$ cat src/rtl/health_manager.sv
// Player health / invulnerability / death controller, evaluated once per video frame.
// Optional macro HEALTH_REGEN_EN adds hit-free-frame health regeneration.
module health_manager #(
    parameter int MAX_HEALTH    = 3,
    parameter int INVULN_FRAMES = 60,
    parameter int REGEN_FRAMES  = 300
) (
    input  logic       clk,
    input  logic       rst,
    input  logic       frame_tick,
    input  logic       hit,
    input  logic       heal,
    input  logic       restart,
    output logic [3:0] present_health,
    output logic       invuln,
    output logic       blink,
    output logic       game_over,
    output logic       hit_ack
);

    typedef enum logic [1:0] {
        ST_ALIVE  = 2'd0,
        ST_INVULN = 2'd1,
        ST_DEAD   = 2'd2
    } state_t;

    localparam logic [3:0] MAX_H    = 4'(MAX_HEALTH);
    localparam logic [7:0] INV_LAST = 8'(INVULN_FRAMES - 1);

    state_t      state_r, state_s;
    logic [3:0]  health_r, health_s;
    logic [7:0]  inv_cnt_r, inv_cnt_s;
    logic        hit_pend_r, hit_pend_s;
    logic        heal_pend_r, heal_pend_s;
    logic        hit_ack_r, hit_ack_s;
    logic        invuln_r, invuln_s;
    logic        blink_r, blink_s;
    logic        game_over_r, game_over_s;
    logic        hit_ev_s, heal_ev_s, regen_inc_s;
`ifdef HEALTH_REGEN_EN
    logic [9:0]  regen_cnt_r, regen_cnt_s;
`else
    logic        unused_regen_s;
    assign unused_regen_s = (REGEN_FRAMES > 0);
`endif

    // Saturating +1 so health can never exceed MAX_HEALTH
    function automatic logic [3:0] sat_inc(input logic [3:0] h);
        if (h >= MAX_H) begin
            return MAX_H;
        end else begin
            return h + 4'd1;
        end
    endfunction

    // State, health and counter register bank
    always_ff @(posedge clk) begin
        if (rst) begin
            state_r     <= ST_ALIVE;
            health_r    <= MAX_H;
            inv_cnt_r   <= 8'd0;
            hit_pend_r  <= 1'b0;
            heal_pend_r <= 1'b0;
            hit_ack_r   <= 1'b0;
            invuln_r    <= 1'b0;
            blink_r     <= 1'b0;
            game_over_r <= 1'b0;
`ifdef HEALTH_REGEN_EN
            regen_cnt_r <= 10'd0;
`endif
        end else begin
            state_r     <= state_s;
            health_r    <= health_s;
            inv_cnt_r   <= inv_cnt_s;
            hit_pend_r  <= hit_pend_s;
            heal_pend_r <= heal_pend_s;
            hit_ack_r   <= hit_ack_s;
            invuln_r    <= invuln_s;
            blink_r     <= blink_s;
            game_over_r <= game_over_s;
`ifdef HEALTH_REGEN_EN
            regen_cnt_r <= regen_cnt_s;
`endif
        end
    end

    // Next-state: latch events during the frame, resolve them on frame_tick
    always_comb begin
        state_s     = state_r;
        health_s    = health_r;
        inv_cnt_s   = inv_cnt_r;
        hit_ack_s   = 1'b0;
        regen_inc_s = 1'b0;
        hit_ev_s    = hit_pend_r | hit;
        heal_ev_s   = heal_pend_r | heal;
        hit_pend_s  = hit_ev_s;
        heal_pend_s = heal_ev_s;
`ifdef HEALTH_REGEN_EN
        regen_cnt_s = regen_cnt_r;
`endif
        if (restart) begin
            state_s     = ST_ALIVE;
            health_s    = MAX_H;
            inv_cnt_s   = 8'd0;
            hit_pend_s  = 1'b0;
            heal_pend_s = 1'b0;
`ifdef HEALTH_REGEN_EN
            regen_cnt_s = 10'd0;
`endif
        end else if (frame_tick) begin
            hit_pend_s  = 1'b0;
            heal_pend_s = 1'b0;
            case (state_r)
                ST_ALIVE: begin
                    if (hit_ev_s) begin
                        // A hit wins over a same-frame heal
                        hit_ack_s = 1'b1;
`ifdef HEALTH_REGEN_EN
                        regen_cnt_s = 10'd0;
`endif
                        if (health_r <= 4'd1) begin
                            health_s = 4'd0;
                            state_s  = ST_DEAD;
                        end else begin
                            health_s  = health_r - 4'd1;
                            state_s   = ST_INVULN;
                            inv_cnt_s = INV_LAST;
                        end
                    end else begin
`ifdef HEALTH_REGEN_EN
                        if (health_r >= MAX_H) begin
                            regen_cnt_s = 10'd0;
                        end else if (regen_cnt_r == 10'(REGEN_FRAMES - 1)) begin
                            regen_cnt_s = 10'd0;
                            regen_inc_s = 1'b1;
                        end else begin
                            regen_cnt_s = regen_cnt_r + 10'd1;
                        end
`endif
                        if (heal_ev_s || regen_inc_s) begin
                            health_s = sat_inc(health_r);
                        end else begin
                            health_s = health_r;
                        end
                    end
                end
                ST_INVULN: begin
`ifdef HEALTH_REGEN_EN
                    regen_cnt_s = 10'd0;
`endif
                    if (heal_ev_s) begin
                        health_s = sat_inc(health_r);
                    end else begin
                        health_s = health_r;
                    end
                    if (inv_cnt_r == 8'd0) begin
                        state_s = ST_ALIVE;
                    end else begin
                        inv_cnt_s = inv_cnt_r - 8'd1;
                    end
                end
                ST_DEAD: begin
                    health_s = 4'd0;
                end
                default: begin
                    state_s   = ST_ALIVE;
                    health_s  = MAX_H;
                    inv_cnt_s = 8'd0;
                end
            endcase
        end else begin
            state_s = state_r;
        end
    end

    // Output decode from the next state so every output comes straight from a flop
    always_comb begin
        invuln_s    = (state_s == ST_INVULN);
        blink_s     = invuln_s & inv_cnt_s[2];
        game_over_s = (state_s == ST_DEAD);
    end

    assign present_health = health_r;
    assign invuln         = invuln_r;
    assign blink          = blink_r;
    assign game_over      = game_over_r;
    assign hit_ack        = hit_ack_r;

endmodule
$ cat config.mk
export PLATFORM = sky130hd
export DESIGN_NAME = health_manager
export DESIGN_NICKNAME = d
export VERILOG_FILES = /design/src/rtl/health_manager.sv
export SDC_FILE = /design/constraint.sdc
export NUM_CORES = 1
export LEC_CHECK = 0
export ABC_AREA = 1
export CAP_MARGIN = 20
export CORE_MARGIN = 8
export CORE_UTILIZATION = 25
export DETAILED_ROUTE_END_ITERATION = 7
export SLEW_MARGIN = 20
export SYNTH_ARGS = -nofsm -noshare
export SYNTH_HDL_FRONTEND = slang
export SYNTH_SLANG_ARGS = --single-unit
$ cat constraint.sdc
create_clock -name clk -period 3.04 [get_ports clk]
set_input_delay 0.304 -clock clk [delete_from_list [all_inputs] [get_ports clk]]
set_output_delay 0.304 -clock clk [all_outputs]
set_load 0.02 [all_outputs]
Word level (Yosys, flattened, before mapping)
Cells that the tools add are included.
Storage, ports and cells
  flip-flop bits (word level): 20
  input bits: 6
  word-level logic and storage cells: 52
Cells by class
  add/subtract/negate cells: 3
  $lt $le $gt $ge: 2
  equality and inequality tests: 7
  mux-type cells: 18
  bitwise logic cells: 6
  reductions and logical operators: 6
Operator list (number)
  8-bit two-way mux: 3
  8-bit one-hot mux with 3 select lines: 1
  4-bit two-way mux: 4
  4-bit one-hot mux with 3 select lines: 1
  2-bit two-way mux: 5
  8-bit logical NOT: 1
  8-bit by 1-bit subtractor with 8-bit output, second input constant: 1
  3-bit two-way mux: 2
  2-bit != test, second input constant: 3
  2-bit one-hot mux with 3 select lines: 1
  5-bit AND reduction: 1
  4-bit by 1-bit adder with 4-bit output, second input constant: 1
  2-bit by 1-bit equality test with 1-bit output, second input constant: 2
  2-bit equality test, second input constant: 2
  4-bit by 2-bit greater-or-equal comparator with 1-bit output, second input constant: 1
  4-bit by 1-bit less-or-equal comparator with 1-bit output, second input constant: 1
  4-bit OR reduction: 1
  4-bit by 1-bit subtractor with 4-bit output, second input constant: 1
  1-bit NOT: 3
  3-bit OR reduction: 1
  2-bit logical NOT: 1
  1-bit OR: 2
  2-bit OR reduction: 1
  1-bit AND: 1
  1-bit two-way mux: 1

Depth between registers and ports, before layout
Gate-level depths: netlist of run 1.
  word-level depth: 8
  depth in mapped cells: 12
  depth with buffers taken out: 12

Worst setup path before layout of run 1
Ideal clock, no wire load.
  path type: flip-flop to flip-flop
  from: reg health_r[0], in the netlist present_health[0]
  to: reg inv_cnt_r[0]
  arrival time: 1574 ps
  data required time: 2970 ps
  slack: 1396 ps
  cell stages (with the launch flop): 12
  buffers on the path: 0
  period minus slack after synthesis: 1644 ps
  cells stage by stage: dfxtp_1 > inv_1 > ha_1 > inv_1 > nand2_1 > nand2_2 > nand3_2 > nand2_4 > inv_2 > nor2_4 > nand2_1 > a21oi_1
On the way
  word-level cells in the longest chain between the ends: 3
RTL lines
  start, declared: RTL line 31  | logic [3:0] health_r, health_s;
  start signal, assigned: RTL line 73  | health_r <= health_s;
  4-bit by 1-bit less-or-equal comparator with 1-bit output: RTL line 121  | if (health_r <= 4'd1) begin
  2-bit != test (no source line)
  5-bit AND reduction (no source line)
  end signal, assigned: RTL line 74  | inv_cnt_r <= inv_cnt_s;
  end, declared: RTL line 32  | logic [7:0] inv_cnt_r, inv_cnt_s;
No other way between the ends.
A chain may end at the register's enable or synchronous reset.

Worst setup path after layout of run 1
Same ends and word-level chain as after synthesis.

==> summary.md, run 1 <==
| Metric | Value |
|---|---|
| Final Cell Area | `1530 µm²` |
| Design Power | `0.000601 W` |
| Final min period | `1.74 ns` |
| Die Ht | `87.1 µm` |
| Period utilization | `57.1%` |
| CTS tree | `yes` |
| Clock Latency Late Sink | `0.26 ns` |
| DP Area | `1480 µm²` |
| Vias in the first global route | `1150` |
| GPL Wtd Cong | `0.868` |
| Least-Margin Pin Slew | `0.447 ns` |
| First-pass GRT wire length | `5070 µm` |
| Pwr/cell area | `393 nW/µm²` |
| Netlist area before placement | `1260 µm²` |
| Final worst clock skew | `0.00410 ns` |
| Routed WL | `2850 µm` |
| Final Hold Viols | `0` |
| Worst setup path class | `register to register` |
| Pre-antenna DRT Iters | `4` |
| IO buf count | `13` |
| H-tree Lvls | `1` |
| Critical path arrival | `1.93 ns` |
| FF+latch area | `400 µm²` |
| Antenna-violating nets left | `0` |
| Post-Synthesis Mean Instance Area | `6.72 µm²` |
| WP data required | `3.23 ns` |
| Crit path launch | `present_health[0]` |
| Via count | `1174` |
| Final setup viols | `0` |
| Grt total ovfl | `0` |
| CTS clk-pin slew, worst paths | `0.07 ns` |
| Startpoint Class | `register` |
| Max Cap Viol | `0` |
| Post-synth EDFFs | `0` |
| Setup repair bufs after CTS | `0` |
| YS warnings | `0` |
| Initial Utilization | `25.4%` |
| Max Clock Freq | `576 MHz` |
| Ant diodes | `0` |
| Post-DP HPWL | `2190 µm` |
| Drt wl/cell | `10.4 µm` |
| Die W | `87.1 µm` |
| CTS resizes | `0` |
| Cell count after synthesis | `188` |
| Crit path max fanout | `7` |
| Initial antenna violation count | `0` |
| Hold Path Class | `register to register` |
| Peak VDD IR | `0.225 mV` |
| Vias per cell | `4.28` |
| Full die area | `7590 µm²` |
| Final net count | `216` |
| Status | `completed` |
| Mapped Nets | `199` |
| Cell variety after synth | `30` |
| Initial DRC count | `41` |
| Setup TNS | `0 ns` |
| Root buffer cell | `clkbuf_8` |
| Post-synth ARST share | `0%` |
| Layout area overhead | `21.2%` |
| Worst Setup End Kind | `register` |
| Hold Buf Count CTS | `0` |
| Pre-CTS WS | `1.13 ns` |
| P_leak | `0.684 nW` |
| Max Slew Vio Count | `0` |
| Total Routing Usage GR | `8.25%` |
| Synth Flop Type | `dfxtp_1` |
| Critical hold path startpoint | `inv_cnt_r[1]` |
| Min setup slack post-route | `1.30 ns` |
| # fillers | `541` |
| CTS Buf Count | `3` |
| Commonest non-fill, non-tap cells in the layout | `40 x nand2_1, 27 x inv_1, 24 x nor2_1` |
| Core ar. | `4980 µm²` |
| Post-synthesis register bit count | `20` |
| Commonest non-fill, non-tap cell in the layout | `nand2_1` |
| Sink Count | `20` |
| Relative slew slack | `70.1%` |
| Drc violations | `0` |
| Multi-input logic area | `738 µm²` |
| Register area share after synthesis | `31.7%` |
| Share of cells above drive strength 1 | `13.7%` |
| Maximum number of pins on one net before global-route repair | `13` |
| Hold slack | `0.494 ns` |
| Total I/O pin count | `14` |
| Reg2reg start | `present_health[0]` |
| Clock Path Buffers | `2` |
| RSZ-0062 raised after global routing | `no` |
| Core Rows | `26` |
-- registers in the layout, indices dropped and copies added, names as in the netlist --
signal / cells
hit_pend_r: 1
blink: 1
state_r: 2
game_over: 1
present_health: 4
hit_ack: 1
invuln: 1
heal_pend_r: 1
inv_cnt_r: 8
-- final timing paths --
path / to / slack [ns] / depth (start not counted)
worst max-delay path: inv_cnt_r[0] / 1.30 / 11
worst min-delay path: inv_cnt_r[1] / 0.49 / 2
worst max register to register: inv_cnt_r[0] / 1.30 / 11
worst min register to register: inv_cnt_r[1] / 0.49 / 2
-- report_power, final --
part	total [W]	internal, W	switching (W)
logic	0.000123	0.0000457	0.0000772
registers	0.000276	0.000269	0.00000684
clock network	0.000203	0.000115	0.0000872
total	0.000601	0.000430	0.000171
-- cell families after synthesis --
logic type,Yosys count,share of synthesized area [%]
AND/OR/NAND/NOR,100,38.7
buffers and inverters,33,9.90
adder cells (fa/ha/maj),5,4.95
XOR/XNOR,2,1.39
AO/OA/AOI/OAI,28,13.4
flip-flops,20,31.7
-- cell type report --
cell class                 instances  area share, %
inverter                          32           7.84
clock buffer                       4           3.59
tap                               70           5.72
timing repair buffer              13           8.50
multi-input combinational        135           48.2
sequential                        20           26.1
-- routing by layer --
layer	GRT usage (%)	vias up	share of wire, %
met5	0	-	0
met4	3.91	0	1.7
met3	1.70	5	4.0
met2	13.1	26	43
met1	10.3	509	52
li1	-	634	-
-- cell usage after synthesis, drive strengths merged (2+ instances only) --
cell type,number,area [µm²]
a21oi,9,48.8
dfxtp,20,400
ha,5,62.6
inv,32,120
nand2,47,199
nand3,14,92.6
nand4,6,37.5
nor2,29,136
o211ai,3,22.5
o21ai,11,55.1
xor2,2,17.5
-- per-stage QoR --
step / cells / util (%)
after floorplan: 188 / -
after global placement: 270 / 29.7
after detailed placement: 270 / 29.7
after CTS: 274 / 30.8
after global routing: 274 / 30.8
final: 274 / 30.8
-- worst max-delay path, stage by stage (launching register included) --
cell and delay, ns:
dfxtp_1 0.45, inv_1 0.13, ha_1 0.23, inv_1 0.07
nand2_1 0.06, nand2_2 0.12, nand3_2 0.10, nand2_4 0.10
inv_2 0.05, nor2_4 0.15, nand2_1 0.07, a21oi_1 0.14
Power figures use the tool's default switching activity.
==> run 2: changes to the inputs <==
- clock period: 3.04 -> 1.5 ns (I/O delays scaled with it)
==> summary.md, run 2 (synthesis gave the netlist of run 1 again) <==
| Metric | Value |
|---|---|
| Critical hold path startpoint | `inv_cnt_r[0]` |
| Max Clock Freq | `710 MHz` |
| Min setup slack post-route | `0.0918 ns` |
| Commonest non-fill, non-tap cells in the layout | `38 x nand2_1, 29 x buf_4, 24 x nor2_1` |
| Clock Latency Late Sink | `0.26 ns` |
| Clock Path Buffers | `2` |
| WP data required | `1.69 ns` |
| Final Hold Viols | `0` |
| Final worst clock skew | `0.00564 ns` |
| # fillers | `522` |
| Layout area overhead | `42.5%` |
| Critical path's slowest cell | `dfxtp_4` |
| Share of cells above drive strength 1 | `29.6%` |
| Pre-antenna DRT Iters | `4` |
| Worst path top cell family by delay | `simple AND/OR/NAND/NOR gates` |
| Full die area | `7590 µm²` |
| Vias in the first global route | `1241` |
| Post-DP HPWL | `2430 µm` |
| Max reg flops | `8` |
| Commonest non-fill, non-tap cell in the layout | `nand2_1` |
| Total Routing Usage GR | `8.84%` |
| Maximum number of pins on one net before global-route repair | `12` |
| Hold Path Class | `register to register` |
| Final core occ | `36.2%` |
| Final setup viols | `0` |
| First-pass GRT wire length | `5350 µm` |
| Relative slew slack | `81.4%` |
| Max Cap Viol | `0` |
| Via count | `1317` |
| Sink Count | `20` |
| Hold slack | `0.478 ns` |
| Die Ht | `87.1 µm` |
| CTS clk-pin slew, worst paths | `0.07 ns` |
| CTS tree | `yes` |
| P_leak | `0.854 nW` |
| GPL Wtd Cong | `0.834` |
| Root buffer cell | `clkbuf_8` |
| Crit path max fanout | `7` |
| Total I/O pin count | `14` |
| CTS Buf Count | `3` |
| Final net count | `245` |
| Initial antenna violation count | `0` |
| Max Slew Vio Count | `0` |
| H-tree Lvls | `1` |
| Crit path launch | `present_health[0]` |
| Least-Margin Pin Slew | `0.277 ns` |
| Hold Path Cell Cnt | `2` |
| Worst setup path class | `register to register` |
| Crit path largest cell delay | `0.36 ns` |
| Ant diodes | `0` |
| IO buf count | `13` |
| DP Area | `1620 µm²` |
| Period utilization | `93.9%` |
| Final Cell Area | `1800 µm²` |
| Pre-CTS WS | `-0.0111 ns` |
| Pwr/cell area | `688 nW/µm²` |
| Initial DRC count | `52` |
| Drt wl/cell | `10.5 µm` |
| Crit path buf inv count | `3` |
| Core ar. | `4980 µm²` |
| Reg2reg start | `present_health[0]` |
| Routed WL | `3180 µm` |
| Worst Setup End Kind | `register` |
| R2R cell count | `10` |
| Final min period | `1.41 ns` |
| Die W | `87.1 µm` |
| Status | `completed` |
| Grt total ovfl | `0` |
| Reg with most FFs | `inv_cnt_r` |
| Crit path depth | `10` |
| Core Rows | `26` |
| Peak VDD IR | `0.311 mV` |
| CP cell instances | `inv_2 -> ha_4 -> inv_4 -> nand2_2 -> nand2_4 -> nand3_4 -> buf_4 -> o21ai_0 -> nand2_1 -> a21oi_1` |
| Antenna-violating nets left | `0` |
| Startpoint Class | `register` |
| Initial Utilization | `25.4%` |
| Vias per cell | `4.35` |
| Critical path arrival | `1.60 ns` |
| Drc violations | `0` |
[run 2: changes by cell type in the layout (fill, tap and decap cells not counted), sizes merged]
| cell | delta |
|---|---|
| buf | +29 |
| clkdlybuf4s50 | -4 |
| dlygate4sd2 | +1 |
| dlymetal6s2s | +3 |
[run 2: layer usage]
metal | vias to the layer above | wire length [µm] | GRT usage, %
met4 | 0 | 36 | 2.97
met5 | - | 0 | 0
met3 | 4 | 175 | 3.02
met1 | 598 | 1490 | 10.4
li1 | 689 | - | -
met2 | 26 | 1480 | 14.6
[run 2: path summary, 6_finish.rpt]
| check | endpoint | slack [ns] |
|---|---|---|
| min | inv_cnt_r[0] | 0.48 |
| min reg2reg | inv_cnt_r[0] | 0.48 |
| max | inv_cnt_r[1] | 0.09 |
| max reg2reg | inv_cnt_r[1] | 0.09 |
[run 2: final cells by class]
cell class | instances | area (µm²) | share of cell area, %
Tap cell | 70 | 87.6 | 4.86
Multi-Input combinational cell | 135 | 781 | 43.4
Inverter | 32 | 125 | 6.95
Clock buffer | 4 | 45.0 | 2.50
Sequential cell | 20 | 408 | 22.7
Timing Repair Buffer | 42 | 354 | 19.7
[run 2: repair_timing]
item                                    in CTS  in global routing
gates resized for setup                      4                 19
hold buffers                                 0                  0
pin swaps                                    6                 12
endpoints found under the setup margin       5                 15
buffers inserted                             4                  6
hold endpoints to repair                     0                  0
gates cloned                                 0                  0
[run 2: report_power, final]
part	switching (W)	internal, W
combinational	0.000179	0.000141
clock	0.000171	0.000189
sequential	0.0000134	0.000545
[run 2: worst register-to-register path: cells and delay by family, from the launching register on]
kind / cells / cell delay (ns)
adder cells (fa/ha/maj): 1 / 0.16
AND/OR/NAND/NOR: 4 / 0.37
flip-flops: 1 / 0.36
buffers and inverters: 3 / 0.28
AO/OA/AOI/OAI: 2 / 0.20
[run 2: per-stage QoR]
step	TNS, ns	std cells	total power (W)
6_report	0	303	0.00124
3_5_place_dp	-0.0413	289	0.000861
5_1_grt	-0.0490	303	0.00132
3_3_place_gp	-0.00678	289	0.000859
4_1_cts	0	297	0.00122
2_1_floorplan	0	188	0.000754
==> edit (config.mk and constraints of run 2) <==
Encoding of `state_t`: now one-hot (3 bits for 3 states).
--- a/src/rtl/health_manager.sv
+++ b/src/rtl/health_manager.sv
@@ -18,10 +18,10 @@
     output logic       hit_ack
 );
 
-    typedef enum logic [1:0] {
-        ST_ALIVE  = 2'd0,
-        ST_INVULN = 2'd1,
-        ST_DEAD   = 2'd2
+    typedef enum logic [2:0] {
+        ST_ALIVE  = 3'b001,
+        ST_INVULN = 3'b010,
+        ST_DEAD   = 3'b100
     } state_t;
 
     localparam logic [3:0] MAX_H    = 4'(MAX_HEALTH);
Behaviour: same outputs for any inputs over 10 cycles, from zero or initial values and one cycle with rst high; not proved beyond that.
==> edit against run 2 <==
Final cell count increased by 0.99%; first-iteration DRC count increased by 12%; cell area grew 0.63%; critical path depth fell by 8; total power up 2.8%; synthesized cell count is 9.0% higher; count of clock-buffer cells in the layout did not move; area after synthesis is 5.8% higher; wire length down 3.5%; worst setup slack worse by 0.042 ns; sequential cell count rose by 1; clock skew is 0.00064 ns lower; via count shrank 0.61%; critical path type is now flop to output pin; largest power group unchanged.
==> edit: results (changes against run 2) <==
termination of the worst setup path=present_health[1]; first-pass GRT wire length=5.18 mm (-3.1%); Slew HR=81.2% (-0.21 points); post-route clock skew=0.00499 ns (-0.000645 ns); M1 WL=1.44 mm (-3.2%); Seq pwr share=46.0% (+0.9 points); Seq/Total Area, Yosys=31.4% (-0.25 points); WL met3=93 um (-47%); final hold slack=0.472 ns (-0.00606 ns); WL final=3.07 mm (-3.5%); pre-CTS WS=-0.0184 ns (-0.00726 ns); Max Fanout on Critical Path=3 (-4); via-per-instance ratio=4.28 (-1.6%); vias in the first global route=1210 (-2.5%); crit path DAT=1.30 ns (-0.30 ns); syn nets=216 (+8.5%); Placed Cells=302 (+4.5%); CP max stage cell=clkdlybuf4s50_1; Syn Area/Cell=6.52 um^2 (-2.9%); reg2reg end=inv_cnt_r[4]$_SDFFE_PP0P_; Initial DRC Count=58 (+12%); placed standard-cell area=1670 um^2 (+2.5%); via count=1309 (-0.61%); status=completed; Worst IR Drop VDD=0.419 mV (+35%); CP top delay family=buffers and inverters; Sw Ratio=29.7% (+0.39 points); Crit path largest cell delay=0.59 ns (+0.23 ns); Fmax=689 MHz (-2.9%); post-CTS setup buffers=0 (-4); RePlAce Congestion=0.844 (+1.2%); # nets final=248 (+1.2%); all-layer global routing usage=8.04% (-0.80 points); Seq group=0.585 mW (+4.8%); synth unique cells=27 (-10%); hpwl dp=2.45 mm (+0.87%)
==> edit: cell types whose count changed after synthesis, sizes merged, moves of 2 or more <==
cell,delta
o22ai,+2
o211ai,-2
nand3,+7
nand2,+21
a21oi,+2
o21ai,-6
nand4,-3
inv,-2
==> edit: per-layer routing <==
layer | global-route usage, % | vias up
met1 | 10.1 | 581
met5 | 0 | -
met4 | 2.27 | 0
met2 | 13.5 | 13
met3 | 1.65 | 4
li1 | - | 711
==> edit: area by class of cell <==
type                    count  area, um^2
repair buffers             28         248
well taps                  70        87.6
flip-flops and latches     21         428
clock buffers               4        45.0
fillers                   574        3330
inverters                  30         113
multi-input cells         153         891
==> edit: logic make-up after synthesis <==
group                    Yosys count  share of synthesized area (%)
adder cells (fa/ha/maj)            5                           4.68
AO/OA/AOI/OAI                     20                           8.04
flip-flops                        21                           31.4
XOR/XNOR                           2                           1.31
buffers and inverters             31                           8.79
AND/OR/NAND/NOR                  126                           45.7
